## config.mk

```make
export PLATFORM = sky130hd
export DESIGN_NAME = div_iter_flat
export DESIGN_NICKNAME = d
export VERILOG_FILES = /design/src/rtl/div_iter_if.sv /design/src/rtl/div_iter.sv /design/src/flat_wrapper.sv
export SDC_FILE = /design/constraint.sdc
export NUM_CORES = 1
export LEC_CHECK = 0
export BUFFER_PORTS_ARGS = -buffer_cell sky130_fd_sc_hd__buf_2
export CAP_MARGIN = 10
export CORE_ASPECT_RATIO = 1.25
export CORE_MARGIN = 2
export CORE_UTILIZATION = 60
export CTS_CLUSTER_SIZE = 30
export DETAILED_ROUTE_END_ITERATION = 6
export GPL_TIMING_DRIVEN = 0
export PLACE_DENSITY = 0.81
export REMOVE_ABC_BUFFERS = 1
export SLEW_MARGIN = 15
export SYNTH_ARGS = -nofsm -noshare
export SYNTH_HDL_FRONTEND = slang
export SYNTH_SLANG_ARGS = --single-unit
```

## constraint.sdc

```tcl
create_clock -name clk -period 3.4 [get_ports clk]
set_input_delay 0.85 -clock clk [delete_from_list [all_inputs] [get_ports clk]]
set_output_delay 0.85 -clock clk [all_outputs]
set_load 0.01 [all_outputs]
```

## src/rtl/div_iter_if.sv

```systemverilog
// Request/result bundle between the EXE-stage multiply/divide controller (master)
// and the iterative divider (slave).
interface div_iter_if;
  logic        div_start;
  logic        div_signed;
  logic [31:0] dividend;
  logic [31:0] divisor;
  logic        flush;
  logic        div_busy;
  logic        div_finish;
  logic [31:0] quotient;
  logic [31:0] remainder;

  modport master (
    output div_start, div_signed, dividend, divisor, flush,
    input  div_busy, div_finish, quotient, remainder
  );

  modport slave (
    input  div_start, div_signed, dividend, divisor, flush,
    output div_busy, div_finish, quotient, remainder
  );
endinterface

```

## src/rtl/div_iter.sv

```systemverilog
// Iterative restoring radix-2 divider, 32 steps plus sign fix-up (35-cycle latency).
// Optional DIV_EARLY_EXIT_EN: finish in two cycles when |dividend| < |divisor|.
module div_iter (
  input  logic       clk,
  input  logic       rst,
  div_iter_if.slave  bus
);

  typedef enum logic [2:0] {IDLE, INIT, ITER, FIX, DONE} state_t;

  state_t      state, state_next;
  logic [31:0] a_reg, b_reg;
  logic        sgn_reg;
  logic [31:0] q_work, d_mag;
  logic [32:0] rem_work;
  logic [4:0]  cnt;
  logic        q_neg, r_neg;
  logic [31:0] quot_q, rem_q;
  logic        busy, finish;
  logic        accept, div_zero, early;
  logic [31:0] a_mag, b_mag;
  logic [33:0] shifted, diff;

  assign accept   = bus.div_start && !bus.flush && (state == IDLE || state == DONE);
  assign a_mag    = (sgn_reg && a_reg[31]) ? (~a_reg + 32'd1) : a_reg;
  assign b_mag    = (sgn_reg && b_reg[31]) ? (~b_reg + 32'd1) : b_reg;
  assign div_zero = (b_reg == 32'd0);

`ifdef DIV_EARLY_EXIT_EN
  assign early = !div_zero && (a_mag < b_mag);
`else
  assign early = 1'b0;
`endif

  // Partial remainder is always below the divisor, so its top bit stays clear.
  assign shifted = {rem_work, q_work[31]};
  assign diff    = shifted - {2'b00, d_mag};

  always_ff @(posedge clk) begin
    if (rst) state <= IDLE;
    else     state <= state_next;
  end

  always_comb begin
    state_next = state;
    busy       = 1'b0;
    finish     = 1'b0;
    case (state)
      IDLE: if (accept) state_next = INIT;
      INIT: begin
        busy       = 1'b1;
        state_next = (div_zero || early) ? DONE : ITER;
      end
      ITER: begin
        busy = 1'b1;
        if (cnt == 5'd31) state_next = FIX;
      end
      FIX: begin
        busy       = 1'b1;
        state_next = DONE;
      end
      DONE: begin
        finish     = 1'b1;
        state_next = accept ? INIT : IDLE;
      end
      default: state_next = IDLE;
    endcase
    if (bus.flush) state_next = IDLE;
  end

  always_ff @(posedge clk) begin
    if (rst) begin
      a_reg    <= 32'd0;
      b_reg    <= 32'd0;
      sgn_reg  <= 1'b0;
      q_work   <= 32'd0;
      d_mag    <= 32'd0;
      rem_work <= 33'd0;
      cnt      <= 5'd0;
      q_neg    <= 1'b0;
      r_neg    <= 1'b0;
      quot_q   <= 32'd0;
      rem_q    <= 32'd0;
    end else begin
      if (accept) begin
        a_reg   <= bus.dividend;
        b_reg   <= bus.divisor;
        sgn_reg <= bus.div_signed;
      end
      // A flush in any state must leave the visible results untouched.
      if (!bus.flush) begin
        case (state)
          INIT: begin
            cnt      <= 5'd0;
            rem_work <= 33'd0;
            q_work   <= a_mag;
            d_mag    <= b_mag;
            q_neg    <= sgn_reg && (a_reg[31] ^ b_reg[31]);
            r_neg    <= sgn_reg && a_reg[31];
            if (div_zero) begin
              quot_q <= 32'hFFFF_FFFF;
              rem_q  <= a_reg;
            end else if (early) begin
              quot_q <= 32'd0;
              rem_q  <= a_reg;
            end
          end
          ITER: begin
            cnt <= cnt + 5'd1;
            if (!diff[33]) begin
              rem_work <= diff[32:0];
              q_work   <= {q_work[30:0], 1'b1};
            end else begin
              rem_work <= shifted[32:0];
              q_work   <= {q_work[30:0], 1'b0};
            end
          end
          FIX: begin
            quot_q <= q_neg ? (~q_work + 32'd1) : q_work;
            rem_q  <= r_neg ? (~rem_work[31:0] + 32'd1) : rem_work[31:0];
          end
          default: ;
        endcase
      end
    end
  end

  assign bus.div_busy   = busy;
  assign bus.div_finish = finish;
  assign bus.quotient   = quot_q;
  assign bus.remainder  = rem_q;

endmodule

```

## src/flat_wrapper.sv

```systemverilog
// flat-port wrapper written by rule: the top's interface ports become plain ports
module div_iter_flat 
  (clk, rst, bus_div_start, bus_div_signed, bus_dividend, bus_divisor, bus_flush, bus_div_busy, bus_div_finish, bus_quotient, bus_remainder);
  div_iter_if bus_i ();
  input  logic clk;
  input  logic rst;
  input wire logic [$bits(bus_i.div_start)-1:0] bus_div_start;
  input wire logic [$bits(bus_i.div_signed)-1:0] bus_div_signed;
  input wire logic [$bits(bus_i.dividend)-1:0] bus_dividend;
  input wire logic [$bits(bus_i.divisor)-1:0] bus_divisor;
  input wire logic [$bits(bus_i.flush)-1:0] bus_flush;
  output wire logic [$bits(bus_i.div_busy)-1:0] bus_div_busy;
  output wire logic [$bits(bus_i.div_finish)-1:0] bus_div_finish;
  output wire logic [$bits(bus_i.quotient)-1:0] bus_quotient;
  output wire logic [$bits(bus_i.remainder)-1:0] bus_remainder;
  assign bus_i.div_start = bus_div_start;
  assign bus_i.div_signed = bus_div_signed;
  assign bus_i.dividend = bus_dividend;
  assign bus_i.divisor = bus_divisor;
  assign bus_i.flush = bus_flush;
  assign bus_div_busy = bus_i.div_busy;
  assign bus_div_finish = bus_i.div_finish;
  assign bus_quotient = bus_i.quotient;
  assign bus_remainder = bus_i.remainder;
  div_iter u_core (.clk(clk), .rst(rst), .bus(bus_i));
endmodule
```

==> impl_results.md <==
* Status: finished clean
* Leading area contributor after synthesis: dfxtp_1
* Netlist cell types at 70
* IO buf count at 134
* CP Cell Sequence: inv_2, ha_1, nor2b_1, o2111ai_1, a2111o_1, a21oi_2, o2111ai_1, and4_2, or3_1, nand2_4, o211ai_1
* Worst path arrival time at 3.65 ns
* Top cells by area, synth: dfxtp_1, nand2_1, a21oi_1, xor2_1, nor2_1
* Met1 usage at 0.323
* Area delta synth->final at 13.6%
* Post-DP HPWL at roughly 24000 um
* Yosys top cell area share at 0.350
* Compound-Gate Fraction of Synth Area at 0.230
* Ys async rst share at 0
* Most used flip-flop cell after synthesis: dfxtp_1
* Delay-heaviest family, CP: simple AND/OR/NAND/NOR gates
* Met2 GRT Util at 0.507
* Vias in the first global route at roughly 12000
* CTS buffer count at 24
* Clk slew on worst S/H paths at 0.07 ns
* Most used routing layer in global routing: met2
* First-pass GRT wire length at about 55000 um
* Most frequent cells in the layout: nand2_1, dfxtp_1, a21oi_1, nor2_1, buf_2
* Final net count at 1959
* Area of the die at 0.0237 mm2
* Largest family of logic cells by synthesized area: simple AND/OR/NAND/NOR gates
* Synth Area in Adders at 0.0367
* CTS tree: built
* Initial Utilization at 0.609
* Least-Margin Pin Slew at 1.12 ns
* #FFs+latches synth at 236
* Slowest stage cell, crit path: a2111o_1
* Max Clock Skew at roughly 0.011 ns
* Unrepaired setup endpoints after global routing: true
* Via density at 5.95
* Final core utilization at 0.692
* Post-synthesis sequential area ratio at 0.350
* Initial drt markers at 960
* Num rows at 61
* Vias at 12800
* Pin count of the biggest net entering global routing at about 140
* CP Data Required Time at roughly 3.8 ns
* Min Tclk post-route at 3.26 ns
* Gate count of the mapped netlist at between 1500 and 2000
* Worst-skew pair later-pin latency at around 0.53 ns
* Mux contribution to synthesized area at 0.00223
* Post-route worst setup slack at 0.144 ns
* Yosys warns at 0
* CP max FO at 28
* CTS sink cnt at between 200 and 250
* # diodes at 0
* Max_slew headroom at 0.251
* Max reg flops at 33
* Pwr Density at ~430 mW/mm2
* Detailed Routing Iterations Pass 1 at 7
* GRT Total Usage at 0.275
* Lkg Pwr at approximately 5.8 nW
* # setup viols final at 0
* DIE HEIGHT at 172 um
* Max-cap violations at 0
* Post-synth EDFFs at 0
* Synth Area per Inst at about 7.6 um2
* Critical path launch point type: flop
* Final worst path period share at 0.958
* Max-slew violations at 0
* Final hold violation count at 0
* Maximum VDD drop at 0.387 mV
* DRC violations left at 0
* ANT nets after route at 0
* Initial antenna violation count at 0
* F_max at 307 MHz
* Synthesized area at around 0.013 mm2
* GR Overflow Total at 0
* Gpl congestion at 0.930
* Root Buffer: clkbuf_16
* XOR/XNOR Fraction of Synth Area at 0.0916
* Die width at 138 um
* Kind of critical path: reg -> reg
* Design Power at approximately 6.6 mW
* Mean routed wirelength per cell at 15.9 um
* CTS max path bufs at 3
* Placed Area at 0.0144 mm2
* I/O pins at 135
* Critical path's most frequent cell: o2111ai_1
* Simple-gate share of the synthesized area at 0.240
* HP Class: reg -> reg
* CTS H-Tree Depth at 1
* Most flops, register: u_core.rem_work
* Critical path buffer and inverter count at 1
* Most common cell after layout, fill and taps aside: nand2_1
* Fraction of layout cells with a size suffix above 1 at 0.131
* Fin area at 0.0153 mm2
* Overall routed net length at 34200 um
* Setup slack at placement at -0.459 ns
* Worst Setup End Kind: flop
* M3 GR Usage at 0.0290
* Core Region at 0.0221 mm2
* Worst path max stage delay at about 0.45 ns
-- synthesized netlist by cell type, drive strengths merged, types with 16 or more instances --
| cell | number |
|---|---|
| nand2 | 335 |
| dfxtp | 236 |
| a21oi | 179 |
| nor2 | 162 |
| clkbuf | 102 |
| xor2 | 78 |
| xnor2 | 63 |
| o211ai | 61 |
| o21ai | 61 |
| a211oi | 55 |
| inv | 53 |
| nor3 | 50 |
| ha | 38 |
| nand4 | 36 |
| nand3 | 28 |
| a311oi | 26 |
| o31ai | 26 |
| buf | 16 |
-- per-layer routing --
layer | wire length, um | share of wire
met1 | 14000 | 0.41
met2 | 16900 | 0.49
met3 | 1800 | 0.053
met4 | 1520 | 0.044
met5 | 0 | 0
-- where the power goes --
part	leakage, nW	switching (mW)	internal, mW
clock	0.394	1.09	1.62
sequential	1.91	0.0754	2.83
combinational	3.53	0.638	0.388
total	5.84	1.80	4.84
-- worst min-delay path: stages, from the launching register on --
cell	delay, ns
dfxtp_1	0.31
nand2_1	0.05
a21oi_1	0.05
-- cell type report --
type,count,area [um2]
Clock inverter,9,126
Fill cell,1900,6820
Multi-Input combinational cell,1377,8240
Tap cell,283,354
Clock buffer,35,683
Inverter,53,199
Sequential cell,236,4720
Timing Repair Buffer,159,995
-- kinds of logic (layout without fill, tap and decap cells) --
| family | count (synthesis) | in the layout |
|---|---|---|
| AOI/OAI and AO/OA | 480 | 480 |
| xor gates and xnor gates | 141 | 141 |
| adders and majority gates | 39 | 39 |
| buffers and inverters | 171 | 256 |
| DFF | 236 | 236 |
| muxes | 3 | 3 |
| and+or+nand+nor | 712 | 714 |
-- per-stage QoR --
stage | hold WS, ns | setup TNS (ns) | std cells
after global placement | 0.439 | -841.91 | 2081
after CTS | 0.455 | 0 | 2151
after floorplan | 0.426 | -353.31 | 1664
final | 0.452 | 0 | 2152
after global routing | 0.480 | -0.00793 | 2152
after detailed placement | 0.447 | -11.27 | 2103
-- what timing repair did --
action	in CTS	in global routing
cloned	1	1
resized for setup	9	11
pin swaps	2	2
endpoints found under the setup margin	49	46
hold buffers	0	0
buffers inserted	3	0
-- worst paths after layout --
check | startpoint | end | slack [ns] | cells past startpoint
setup reg to reg | u_core.q_work[31] | u_core.rem_work[15] | 0.14 | 11
hold reg to reg | u_core.bus.remainder[1] | u_core.bus.remainder[1] | 0.45 | 2
hold / removal | u_core.bus.remainder[1] | u_core.bus.remainder[1] | 0.45 | 2
setup / recovery | u_core.q_work[31] | u_core.rem_work[15] | 0.14 | 11
No activity file was read; power rests on OpenSTA's default activity.
